[src/rtl/bitcomposer_pkg.sv]
// Shared constants for the bit composer: pitch half-periods in 50 MHz clock cycles
// and the note gate state encoding.
package bitcomposer_pkg;

    localparam int unsigned PITCH_A4 = 56818;
    localparam int unsigned PITCH_C5 = 47801;
    localparam int unsigned PITCH_E5 = 37936;
    localparam int unsigned PITCH_A5 = 28409;

    typedef enum logic [1:0] {
        IDLE  = 2'd0,
        SOUND = 2'd1,
        GAP   = 2'd2
    } state_t;

endpackage

[src/rtl/tone_osc.sv]
// Square-wave generator: while run is high the output toggles every half_period
// cycles; while run is low the counter is preloaded and the output held low.
module tone_osc #(
    parameter int HALF_PERIOD_W = 17
) (
    input  logic                     clock,
    input  logic                     reset,
    input  logic                     run,
    input  logic [HALF_PERIOD_W-1:0] half_period,
    output logic                     wave
);

    logic [HALF_PERIOD_W-1:0] count;

    // Counts half_period down to 1 so every half-wave, including the first, lasts
    // exactly half_period cycles.
    always_ff @(posedge clock or posedge reset) begin
        if (reset) begin
            count <= '0;
            wave  <= 1'b0;
        end else if (!run) begin
            count <= half_period;
            wave  <= 1'b0;
        end else if (count <= HALF_PERIOD_W'(1)) begin
            count <= half_period;
            wave  <= ~wave;
        end else begin
            count <= count - 1'b1;
        end
    end

endmodule

[src/rtl/note_gate_player.sv]
// Plays one gated note per enabled beat step: a fixed-length tone followed by a
// short forced silence, with re-strike during the tone and a wrapping note counter.
module note_gate_player
    import bitcomposer_pkg::*;
#(
    parameter int          HALF_PERIOD_W = 17,
    parameter int          GATE_CYCLES   = 10000000,
    parameter int          GAP_CYCLES    = 500000,
    parameter int unsigned PITCH_0       = PITCH_A4,
    parameter int unsigned PITCH_1       = PITCH_C5,
    parameter int unsigned PITCH_2       = PITCH_E5,
    parameter int unsigned PITCH_3       = PITCH_A5
) (
    input  logic       clock,
    input  logic       reset,
    input  logic       beat_clk,
    input  logic       play,
    input  logic [3:0] beat,
    input  logic [1:0] pitch_sel,
    output logic       speaker,
    output logic       busy,
    output logic [7:0] note_count
);

    localparam int GATE_W = $clog2(GATE_CYCLES + 1);
    localparam int GAP_W  = $clog2(GAP_CYCLES + 1);

    state_t                   state, state_next;
    logic                     beat_clk_p1;
    logic                     armed;
    logic [GATE_W-1:0]        gate_cnt;
    logic [GAP_W-1:0]         gap_cnt;
    logic [HALF_PERIOD_W-1:0] pitch_latched;
    logic [HALF_PERIOD_W-1:0] pitch_next;
    logic                     step_edge, trigger, accept;
    logic                     gate_done, gap_done;
    logic                     wave;

    function automatic logic [HALF_PERIOD_W-1:0] pitch_lookup(input logic [1:0] sel,
                                                             input logic       accent);
        logic [HALF_PERIOD_W-1:0] p;
        case (sel)
            2'd0:    p = HALF_PERIOD_W'(PITCH_0);
            2'd1:    p = HALF_PERIOD_W'(PITCH_1);
            2'd2:    p = HALF_PERIOD_W'(PITCH_2);
            default: p = HALF_PERIOD_W'(PITCH_3);
        endcase
        return accent ? (p >> 1) : p;
    endfunction

    // armed stays low after reset until beat_clk has been seen low, so a beat_clk
    // already high at reset release is not mistaken for a new step.
    assign step_edge  = beat_clk & ~beat_clk_p1 & armed;
    assign trigger    = step_edge & play;
    assign accept     = trigger & (state != GAP);
    assign gate_done  = (gate_cnt == GATE_W'(GATE_CYCLES - 1));
    assign gap_done   = (gap_cnt == GAP_W'(GAP_CYCLES - 1));
    assign pitch_next = accept ? pitch_lookup(pitch_sel, (beat & 4'b0011) == 4'd0)
                               : pitch_latched;

    always_ff @(posedge clock or posedge reset) begin
        if (reset) state <= IDLE;
        else       state <= state_next;
    end

    always_comb begin
        state_next = state;
        case (state)
            IDLE:    if (trigger) state_next = SOUND;
            SOUND:   if (!trigger && gate_done) state_next = GAP;
            GAP:     if (gap_done) state_next = IDLE;
            default: state_next = IDLE;
        endcase
    end

    always_ff @(posedge clock or posedge reset) begin
        if (reset) begin
            beat_clk_p1   <= 1'b0;
            armed         <= 1'b0;
            gate_cnt      <= '0;
            gap_cnt       <= '0;
            pitch_latched <= '0;
            note_count    <= '0;
        end else begin
            beat_clk_p1   <= beat_clk;
            if (!beat_clk) armed <= 1'b1;
            pitch_latched <= pitch_next;
            if (accept) note_count <= note_count + 8'd1;
            gate_cnt <= (state == SOUND && !trigger && !gate_done) ? gate_cnt + 1'b1 : '0;
            gap_cnt  <= (state == GAP && !gap_done) ? gap_cnt + 1'b1 : '0;
        end
    end

    // pitch_next lets the oscillator preload the new half-period in the trigger cycle.
    tone_osc #(
        .HALF_PERIOD_W(HALF_PERIOD_W)
    ) u_tone_osc (
        .clock      (clock),
        .reset      (reset),
        .run        (state == SOUND),
        .half_period(pitch_next),
        .wave       (wave)
    );

    assign speaker = wave & (state == SOUND);
    assign busy    = (state != IDLE);

endmodule

[config.mk]
export PLATFORM = sky130hd
export DESIGN_NAME = note_gate_player
export DESIGN_NICKNAME = d
export VERILOG_FILES = /design/src/rtl/bitcomposer_pkg.sv /design/src/rtl/tone_osc.sv /design/src/rtl/note_gate_player.sv
export SDC_FILE = /design/constraint.sdc
export NUM_CORES = 1
export LEC_CHECK = 0
export CORE_UTILIZATION = 25
export CTS_CLUSTER_DIAMETER = 150
export DETAILED_ROUTE_END_ITERATION = 7
export SYNTH_ARGS = -nofsm -noshare
export SYNTH_HDL_FRONTEND = slang
export SYNTH_HIERARCHICAL = 1
export SYNTH_SLANG_ARGS = --single-unit
[constraint.sdc]
create_clock -name clock -period 5.4 [get_ports clock]
set_input_delay 1.08 -clock clock [delete_from_list [all_inputs] [get_ports clock]]
set_output_delay 1.08 -clock clock [all_outputs]
set_load 0.05 [all_outputs]
* Word-level counts from Yosys, hierarchy flattened
Index checks and enable logic that the tools add are counted.
** Storage, ports and cells
- Bits in registers :: 90
- Bits in latches :: 0
- Memory bits (writable) :: 0
- ROM bits :: 0
- Input port bits :: 10
- Output and inout bits :: 10
- Word-level logic and storage cells :: 57
- Memories :: 0
** Operators by class
- $add $sub $neg :: 4
- Multiply operators :: 0
- Divide/modulo/power cells :: 0
- Magnitude comparators :: 1
- Equality and inequality tests :: 11
- Shift operators :: 0
- Muxes and demuxes :: 13
- Bitwise gates (word level) :: 7
- Reductions and logical operators :: 12
** Operators by type and width (count)
- 17-bit two-way mux :: 4
- 16-bit one-hot mux with 3 select lines :: 1
- 24-bit by 1-bit adder with 24-bit output (second input constant) :: 1
- 24-bit equality test (second input constant) :: 1
- 24-bit two-way mux :: 1
- 19-bit by 1-bit adder with 19-bit output (second input constant) :: 1
- 19-bit equality test (second input constant) :: 1
- 19-bit two-way mux :: 1
- 17-bit by 1-bit <= comparator with 1-bit output (second input constant) :: 1
- 17-bit by 1-bit subtractor with 17-bit output (second input constant) :: 1
- 2-bit != test (second input constant) :: 5
- 8-bit by 1-bit adder with 8-bit output (second input constant) :: 1
- 2-bit two-way mux :: 3
- 2-bit one-hot mux with 3 select lines :: 1
- 1-bit bitwise AND :: 5
- 2-bit by 1-bit equality test with 1-bit output (second input constant) :: 2
- 2-bit equality test (second input constant) :: 2
- 1-bit logical AND :: 4
- 2-bit logical NOT :: 2
- 4-bit logical NOT :: 1
- 1-bit logical NOT :: 3
- 3-bit AND reduction :: 1
- 1-bit two-way mux :: 2
- 1-bit inverter :: 2
- 2-bit nonzero test :: 1

* Depth between registers and ports, before layout
- Depth in word-level cells :: 8
- Mapped depth :: 8
- Mapped depth without buffers :: 7

* By module
Netlist, hierarchy kept.
** Modules (own cells, without submodules)
- note_gate_player :: times used 1, cells an instance 360, area an instance 3510.9 um^2, seq. area each 1801.7 um^2
- tone_osc :: times used 1, cells an instance 104, area an instance 975.9 um^2, seq. area each 450.4 um^2

* Worst setup path after synthesis
OpenSTA, ideal clock, no wires.
- Kind :: input to register
- Start :: input beat_clk
- End :: register u_tone_osc.count[8]
- Library setup time :: 118 ps
- Arrival time :: 2248 ps
- Required time :: 5282 ps
- Slack :: 3034 ps
- Cell stages on the path :: 7
- Path buffers :: 2
- Path through :: nand4b_1 -> or2_2 -> clkbuf_1 -> buf_1 -> nand2_1 -> o31ai_1 -> a21o_1
** Between the ends
- Cells in the longest elaborated chain, start to end :: 7
** RTL lines
- from (decl) :: RTL line note_gate_player.sv:16 : input logic beat_clk,
- 1-bit bitwise AND * (2 in a row) :: RTL line note_gate_player.sv:53 : assign step_edge = beat_clk & ~beat_clk_p1 & armed;
- 1-bit bitwise AND * :: RTL line note_gate_player.sv:54 : assign trigger = step_edge & play;
- 1-bit bitwise AND * :: RTL line note_gate_player.sv:55 : assign accept = trigger & (state != GAP);
- 17-bit two-way mux * :: RTL line note_gate_player.sv:58 : assign pitch_next = accept ? pitch_lookup(pitch_sel, (beat & 4'b0011) == 4'd0)
- net pitch_next[8] :: RTL line note_gate_player.sv:34 : logic [HALF_PERIOD_W-1:0] pitch_next;
- 17-bit two-way mux :: RTL line tone_osc.sv:24 : end else if (count <= HALF_PERIOD_W'(1)) begin
- 17-bit two-way mux * :: RTL line tone_osc.sv:21 : end else if (!run) begin
- to (signal assigned) :: RTL line tone_osc.sv:22 : count <= half_period;
- to (signal assigned) :: RTL line tone_osc.sv:25 : count <= half_period;
- to (signal assigned) :: RTL line tone_osc.sv:28 : count <= count - 1'b1;
- to (decl) :: RTL line tone_osc.sv:13 : logic [HALF_PERIOD_W-1:0] count;
Mark *: on every way through the listed nets, which the timed path passes. The rest lies on a longest branch.
A chain may end at the register's enable or synchronous reset.

* Worst setup path in the final report
- Start :: register state[1]
- End :: output speaker
** Between the ends
- Cells in the longest elaborated chain, start to end :: 2
** RTL lines
- from (decl) :: RTL line note_gate_player.sv:28 : state_t state, state_next;
- from (signal assigned) :: RTL line note_gate_player.sv:63 : else state <= state_next;
- 2-bit by 1-bit equality test with 1-bit output :: RTL line note_gate_player.sv:105 : assign speaker = wave & (state == SOUND);
- 1-bit bitwise AND :: RTL line note_gate_player.sv:105
- to (decl) :: RTL line note_gate_player.sv:20 : output logic speaker,
No other way between the ends.

==> summary.txt <==
Worst setup path
  – Crit-path cells: nor2b_1 -> and2_1 -> clkdlybuf4s50_1
  – Critical R2R Capture: u_tone_osc/count[8]$_DFF_PP0_
  – WP data required: 4.32 ns
  – Setup crit end: speaker
  – Worst R2R Path Depth: 6
  – Crit-path max FO: 5
  – WS Path Type: reg -> out
  – Crit path launch: state[1]$_DFFE_PP0P_
  – Slowest stage cell, crit path: clkdlybuf4s50_1
  – Setup crit end kind: primary output
  – Worst R2R Setup Slack: 2.49 ns
  – Arr. time, crit path: 2.15 ns
  – Startpoint types: flip-flop
  – Largest incremental delay on the critical path: about 0.81 ns
  – Worst R2R Start: u_tone_osc/count[9]$_DFF_PP0_

Synth
  – Compound-cell area share of the yosys netlist: a little under 9%
  – Post-synthesis xor/xnor area fraction: 9.37%
  – Largest family of logic cells by synthesized area: simple AND/OR/NAND/NOR gates
  – Mapped Area: roughly 0.0045 sq mm
  – Seq/Total Area, Yosys: 50.2%
  – Mux contribution to synthesized area: 0%
  – Async SR Flop Fraction: 100%
  – Most used flip-flop cell after synthesis: dfrtp_1
  – Syn_area_per_cell: approximately 9.7 sq um
  – Synth unique cells: 49
  – YS warnings: 6
  – Syn_nets: 484
  – Synth Area in Simple Gates: 25.4%
  – #FFs+latches synth: 90
  – EDFF count, synth: 0
  – Post-Synth Adder-Cell Area: under 10%
  – Gate Count Post-Synth: approximately 460

Clock network
  – CTS tree: done
  – Post-CTS setup buffer count: 0
  – Clk root buf: clkbuf_16
  – Clock Latency Late Sink: 0.34 ns
  – CTS buffer count: 9
  – Clock Path Buffers: 2
  – Hold_buf cts: 0
  – Clk slew on worst S/H paths: 0.06 ns
  – Post-CTS sizing: 0
  – H-tree depth: 3
  – Clock sink total: 90

Job
  – Maximum capacitance violations: 0

GRT
  – First-pass GRT wire length: between 15000 and 20000 um
  – GR Overflow Total: 0
  – Largest net degree at the start of global routing: 39
  – Initial antenna violation count: 0
  – Overall routing resource usage: 10.6%
  – Vias in the first global route: 3219
  – M3 GR Usage: 2.20%
  – GR peak layer: met2
  – Met1 Use GR: a little over an eighth
  – Met2 Use GR: 17.0%

Finish
  – P&R area growth vs syn: 14.4%
  – Layout cells sized above 1: 7.52%
  – Layout Nets: 497
  – Multi-input logic area: 0.00208 sq mm
  – FF+latch area: roughly 0.0023 sq mm
  – Fillers: between 1500 and 2000
  – N_diodes: 0
  – Most frequent cells in the layout: dfrtp_1, nand2_1, nor2_1
  – Most common cell after layout, fill and taps aside: dfrtp_1

Routing
  – DRT Wirelength: 8950 um
  – Detailed Route Iter0 Violations: 277
  – Routed wire length per instance: 12.7 um
  – Vias/cell: 4.74
  – Via count: between 3000 and 4000
  – Router iterations before antenna repair: 5
  – Drc violations: 0
  – Routed Antenna Nets: 0

Timing
  – Minimum clock period after layout: 3.23 ns
  – Worst rel slew slack: 35.9%
  – Final setup vio count: 0
  – Max Slew Vio Count: 0
  – RSZ-0062 raised after global routing: false
  – Final Hold Fails: 0
  – Setup TNS: 0 ns
  – Tightest Pin Transition: 0.961 ns
  – Final Cycle Share: 59.7%
  – Fmax achieved: 0.310 GHz
  – Final worst slack: 2.17 ns
  – Worst Skew: roughly 0.012 ns

Floorplanning
  – Chip height: about 140 um
  – Io pins: 20
  – Site row count: 48
  – Starting Density: 25.8%
  – Core area: 0.0174 sq mm
  – Die area: 0.0185 sq mm
  – Die span in x: approximately 140 um

Hold path
  – Hold Crit Class: reg -> reg

Pwr
  – Peak VDD IR: 0.000123 V
  – Leakage: 0.00218 uW
  – Pwr dens: 256 mW/mm^2

Placed design
  – Worst slack, placed: between 2 and 2.5 ns
  – GP Congestion: 0.830
  – Post-DP HPWL: 6230 um
  – Number of buffers added on ports: 17

Run status
  – Status: complete, no violations
flip-flops by register name (all words and copies together), names as in the netlist:
register,count
u_tone_osc/count,17
beat_clk_p1,1
pitch_latched,17
u_tone_osc/wave,1
armed,1
gate_cnt,24
note_count,8
gap_cnt,19
state,2
cells by family after synthesis:
kind of cell               after synthesis
buffers and inverters                   32
adders and majority gates               10
DFF                                     90
and+or+nand+nor                        222
AOI/OAI and AO/OA                       62
xor gates and xnor gates                48
critical path: cells and delay by family, from the launching register on:
| family | cells | cell delay, ns |
|---|---|---|
| flops | 1 | 0.40 |
| simple gates | 2 | 0.59 |
| buf+inv | 1 | 0.81 |
how the worst min path moves through the flow:
stage | depth (start not counted) | endpoint | start | slack (ns)
floorplan | 1 | pitch_latched[4]$_DFF_PP0_ | pitch_latched[4]$_DFF_PP0_ | 0.43
global placement | 1 | pitch_latched[4]$_DFF_PP0_ | pitch_latched[4]$_DFF_PP0_ | 0.45
detailed placement | 2 | pitch_latched[1]$_DFF_PP0_ | pitch_latched[1]$_DFF_PP0_ | 0.46
CTS | 2 | pitch_latched[14]$_DFF_PP0_ | pitch_latched[14]$_DFF_PP0_ | 0.47
global route | 1 | note_count[7]$_DFFE_PP0P_ | note_count[7]$_DFFE_PP0P_ | 0.49
finish | 1 | armed$_DFFE_PP0N_ | armed$_DFFE_PP0N_ | 0.46
report_power, final:
group | switching, uW | internal (uW) | leakage (uW)
registers | 0.0949 | 675 | 0.00123
logic | 22.6 | 8.32 | 0.000813
clock network | 248 | 362 | 0.000136
stage by stage:
| step | std cells | total power, uW | hold slack [ns] | cell area (sq um) | util [%] |
|---|---|---|---|---|---|
| detailed placement | 691 | 719 | 0.456 | 4850 | 27.9 |
| global placement | 691 | 719 | 0.449 | 4850 | 27.9 |
| global route | 704 | 1360 | 0.488 | 5130 | 29.5 |
| CTS | 704 | 1330 | 0.468 | 5130 | 29.5 |
| finish | 704 | 1320 | 0.462 | 5130 | 29.5 |
| floorplan | 464 | 705 | 0.432 | 4490 | - |
Yosys cell counts, types with 2 or more instances:
| cell | n | area share [%] |
|---|---|---|
| or4_4 | 3 | 0.75 |
| inv_1 | 15 | 1.3 |
| o21ai_2 | 2 | 0.39 |
| or3_1 | 6 | 0.84 |
| buf_2 | 4 | 0.45 |
| or2_2 | 4 | 0.56 |
| or4_1 | 6 | 1.0 |
| ha_1 | 10 | 2.8 |
| a21o_1 | 5 | 0.84 |
| xor2_1 | 15 | 2.9 |
| nand2_1 | 63 | 5.3 |
| nand3_1 | 29 | 3.2 |
| nor4_1 | 10 | 1.4 |
| and4_1 | 2 | 0.39 |
| buf_6 | 4 | 1.0 |
| nor3_1 | 15 | 1.7 |
| nor4b_1 | 3 | 0.59 |
| o21ai_0 | 27 | 3.0 |
| and2_1 | 3 | 0.42 |
| o31ai_1 | 5 | 0.84 |
| xnor2_1 | 33 | 6.4 |
| nand4_1 | 13 | 1.8 |
| or3_2 | 3 | 0.50 |
| nand2b_1 | 3 | 0.42 |
| o21ai_1 | 2 | 0.22 |
| nor2b_1 | 2 | 0.28 |
| a211oi_1 | 3 | 0.50 |
| clkbuf_1 | 7 | 0.59 |
| a21oi_1 | 12 | 1.3 |
| dfrtp_1 | 90 | 50 |
| nor2_1 | 46 | 3.8 |
| and3_1 | 2 | 0.28 |
per-layer routing:
layer,share of wire [%],up-vias
met1,46,1621
met4,2.1,0
met2,48,68
met3,3.6,14
li1,-,1633
met5,0,-
layout make-up:
class	count	area share, %
Clock buffer	10	4.66
Clock inverter	3	0.829
Inverter	15	1.10
Multi-Input combinational cell	342	40.4
Sequential cell	90	43.9
Tap cell	225	5.49
Timing Repair Buffer	19	3.61
(Power assumes the default switching activity.)
==> patch, RTL diff (config.mk and constraints unchanged) <==
`HALF_PERIOD_W` is set to 17 in 2 places; all go to 34.
--- a/src/rtl/tone_osc.sv
+++ b/src/rtl/tone_osc.sv
@@ -1,7 +1,7 @@
 // Square-wave generator: while run is high the output toggles every half_period
 // cycles; while run is low the counter is preloaded and the output held low.
 module tone_osc #(
-    parameter int HALF_PERIOD_W = 17
+    parameter int HALF_PERIOD_W = 34
 ) (
     input  logic                     clock,
     input  logic                     reset,
--- a/src/rtl/note_gate_player.sv
+++ b/src/rtl/note_gate_player.sv
@@ -3,7 +3,7 @@
 module note_gate_player
     import bitcomposer_pkg::*;
 #(
-    parameter int          HALF_PERIOD_W = 17,
+    parameter int          HALF_PERIOD_W = 34,
     parameter int          GATE_CYCLES   = 10000000,
     parameter int          GAP_CYCLES    = 500000,
     parameter int unsigned PITCH_0       = PITCH_A4,
Check against the original RTL: same outputs for any inputs over 10 cycles, from zero or initial values and one cycle with reset high; that may be too few to reach the edited logic, so the function may still have changed.
==> patch against the original RTL <==
Largest cell class unchanged; setup slack gained 0.0020 ns; sequential cell count grew 34; critical path type unchanged; sequential share of layout area shrank 0.71 points; synthesized area grew 35%; final cell count grew 38%; power grew 62%; cell area grew 40%; routed wire length grew 37%.
==> patch: results (changes against the original RTL) <==
[status]
status=completed  ; unchanged

[yosys]
syn_area_per_cell_sq_um=9.78  ; was 9.67 sq um
yosys-top-cells-count=dfrtp_1 (124), nand2_1 (82), nor2_1 (48), xnor2_1 (42), o21ai_1 (34)  ; was dfrtp_1 (90), nand2_1 (63), nor2_1 (46), xnor2_1 (33), nand3_1 (29)
syn-num-nets=641  ; was 484
ys_seq_area_share_pct=51.1  ; was 50.2%
synth_area_leaders=dfrtp_1 (51%), xnor2_1 (6.1%), nand2_1 (5.1%)  ; was dfrtp_1 (50%), xnor2_1 (6.4%), nand2_1 (5.3%)
ys_types=46  ; was 49

[critical_path]
cp_max_fo=13  ; was 5
r2r-start=u_tone_osc/count[4]  ; was u_tone_osc/count[9]
r2r_slack_ns=2.53  ; was 2.49 ns
reg2reg_to=u_tone_osc/count[33]  ; was u_tone_osc/count[8]

[grt]
track_usage_pct=10.7  ; was 10.6%
grt_pass1_vias=4379  ; was 3219
grt_max_degree=46  ; was 39
grt_pass1_wl_microns=21300  ; was 15400 microns

[pwr]
fin_total_pwr_uw=2130  ; was 1320 uW
switchingPower_uw=437  ; was 270 uW
peakVddDrop_mv=0.215  ; was 0.123 mV

[routing]
wl_per_cell_microns=12.6  ; was 12.7 microns
drt-total-wl_microns=12200  ; was 8950 microns

[layout]
reg_top3=pitch_latched: 34 flops, u_tone_osc/count: 34 flops, gate_cnt: 24 flops  ; was gate_cnt: 24 flops, gap_cnt: 19 flops
fillers=2465  ; was 1803
drive_above_1_share_pct=7.53  ; was 7.52%

[sta]
worstMarginPinSlew_ns=1.03  ; was 0.961 ns
finalClockSkew_ns=0.00831  ; was 0.0115 ns

[cts]
htreeDepth=4  ; was 3
insertion_delay_ns=0.42  ; was 0.34 ns

[placement]
dp_hpwl_microns=8100  ; was 6230 microns
dp.cells=938  ; was 691
globalplace.congestion=0.756  ; was 0.830

[hold_path]
hold_path_end=pitch_latched[4]  ; was armed
hp-start=pitch_latched[4]  ; was armed

[patch: cell types whose count changed after synthesis, sizes merged, moves of 4 or more]
cell / delta
xnor2: +9
xor2: +6
nand2: +19
nand3: -6
and2: +19
nand4: +5
or3: +6
dfrtp: +34
clkbuf: +7
o21ai: +13
inv: -4
nor4: +18
nor3: +6
[patch: stage by stage]
stage	hold slack [ns]	area (sq um)	setup slack (ns)	util [%]
after floorplan	0.431	6070	2.01	-
after global placement	0.448	6580	1.89	27.9
after detailed placement	0.450	6580	1.87	27.9
after CTS	0.463	7190	2.11	30.4
after global routing	0.489	7190	2.06	30.4
final	0.461	7190	2.18	30.4
[patch: layout make-up]
class                           instances  share of cell area, %
Clock buffer                           20                   6.49
Clock inverter                         12                   2.00
Inverter                               11                  0.592
Multi-Input combinational cell        461                   39.2
Sequential cell                       124                   43.2
Tap cell                              319                   5.55
Timing Repair Buffer                   23                   2.99
[patch: logic make-up after synthesis]
family                     share of synthesized area, %
buffers and inverters                              2.49
AOI/OAI and AO/OA                                  8.28
DFF                                                51.1
and+or+nand+nor                                    26.5
adders and majority gates                          2.06
xor gates and xnor gates                           9.09
muxes                                             0.495
[patch: power by group through the flow]
stage	Clock [uW]	Sequential [uW]	Combinational [uW]
finish	1170	930	36.9
CTS	1190	930	39.1
floorplan	0	947	22.0
detailed placement	0	947	39.0
global route	1230	930	43.3
global placement	0	947	38.5
[patch: worst max-delay path: cells and delay by family, from the launching register on]
kind,cells,cell delay [ns]
AND/OR/NAND/NOR,2,0.30
buffers and inverters,2,1.01
flip-flops,1,0.41
[patch: per-layer routing]
layer  wire length, microns  GRT usage [%]  part of all wire (%)
met1                   6110           14.4                    50
met2                   5680           16.4                    46
met3                    314           3.20                   2.6
met4                    124           3.42                   1.0
met5                      0              0                     0
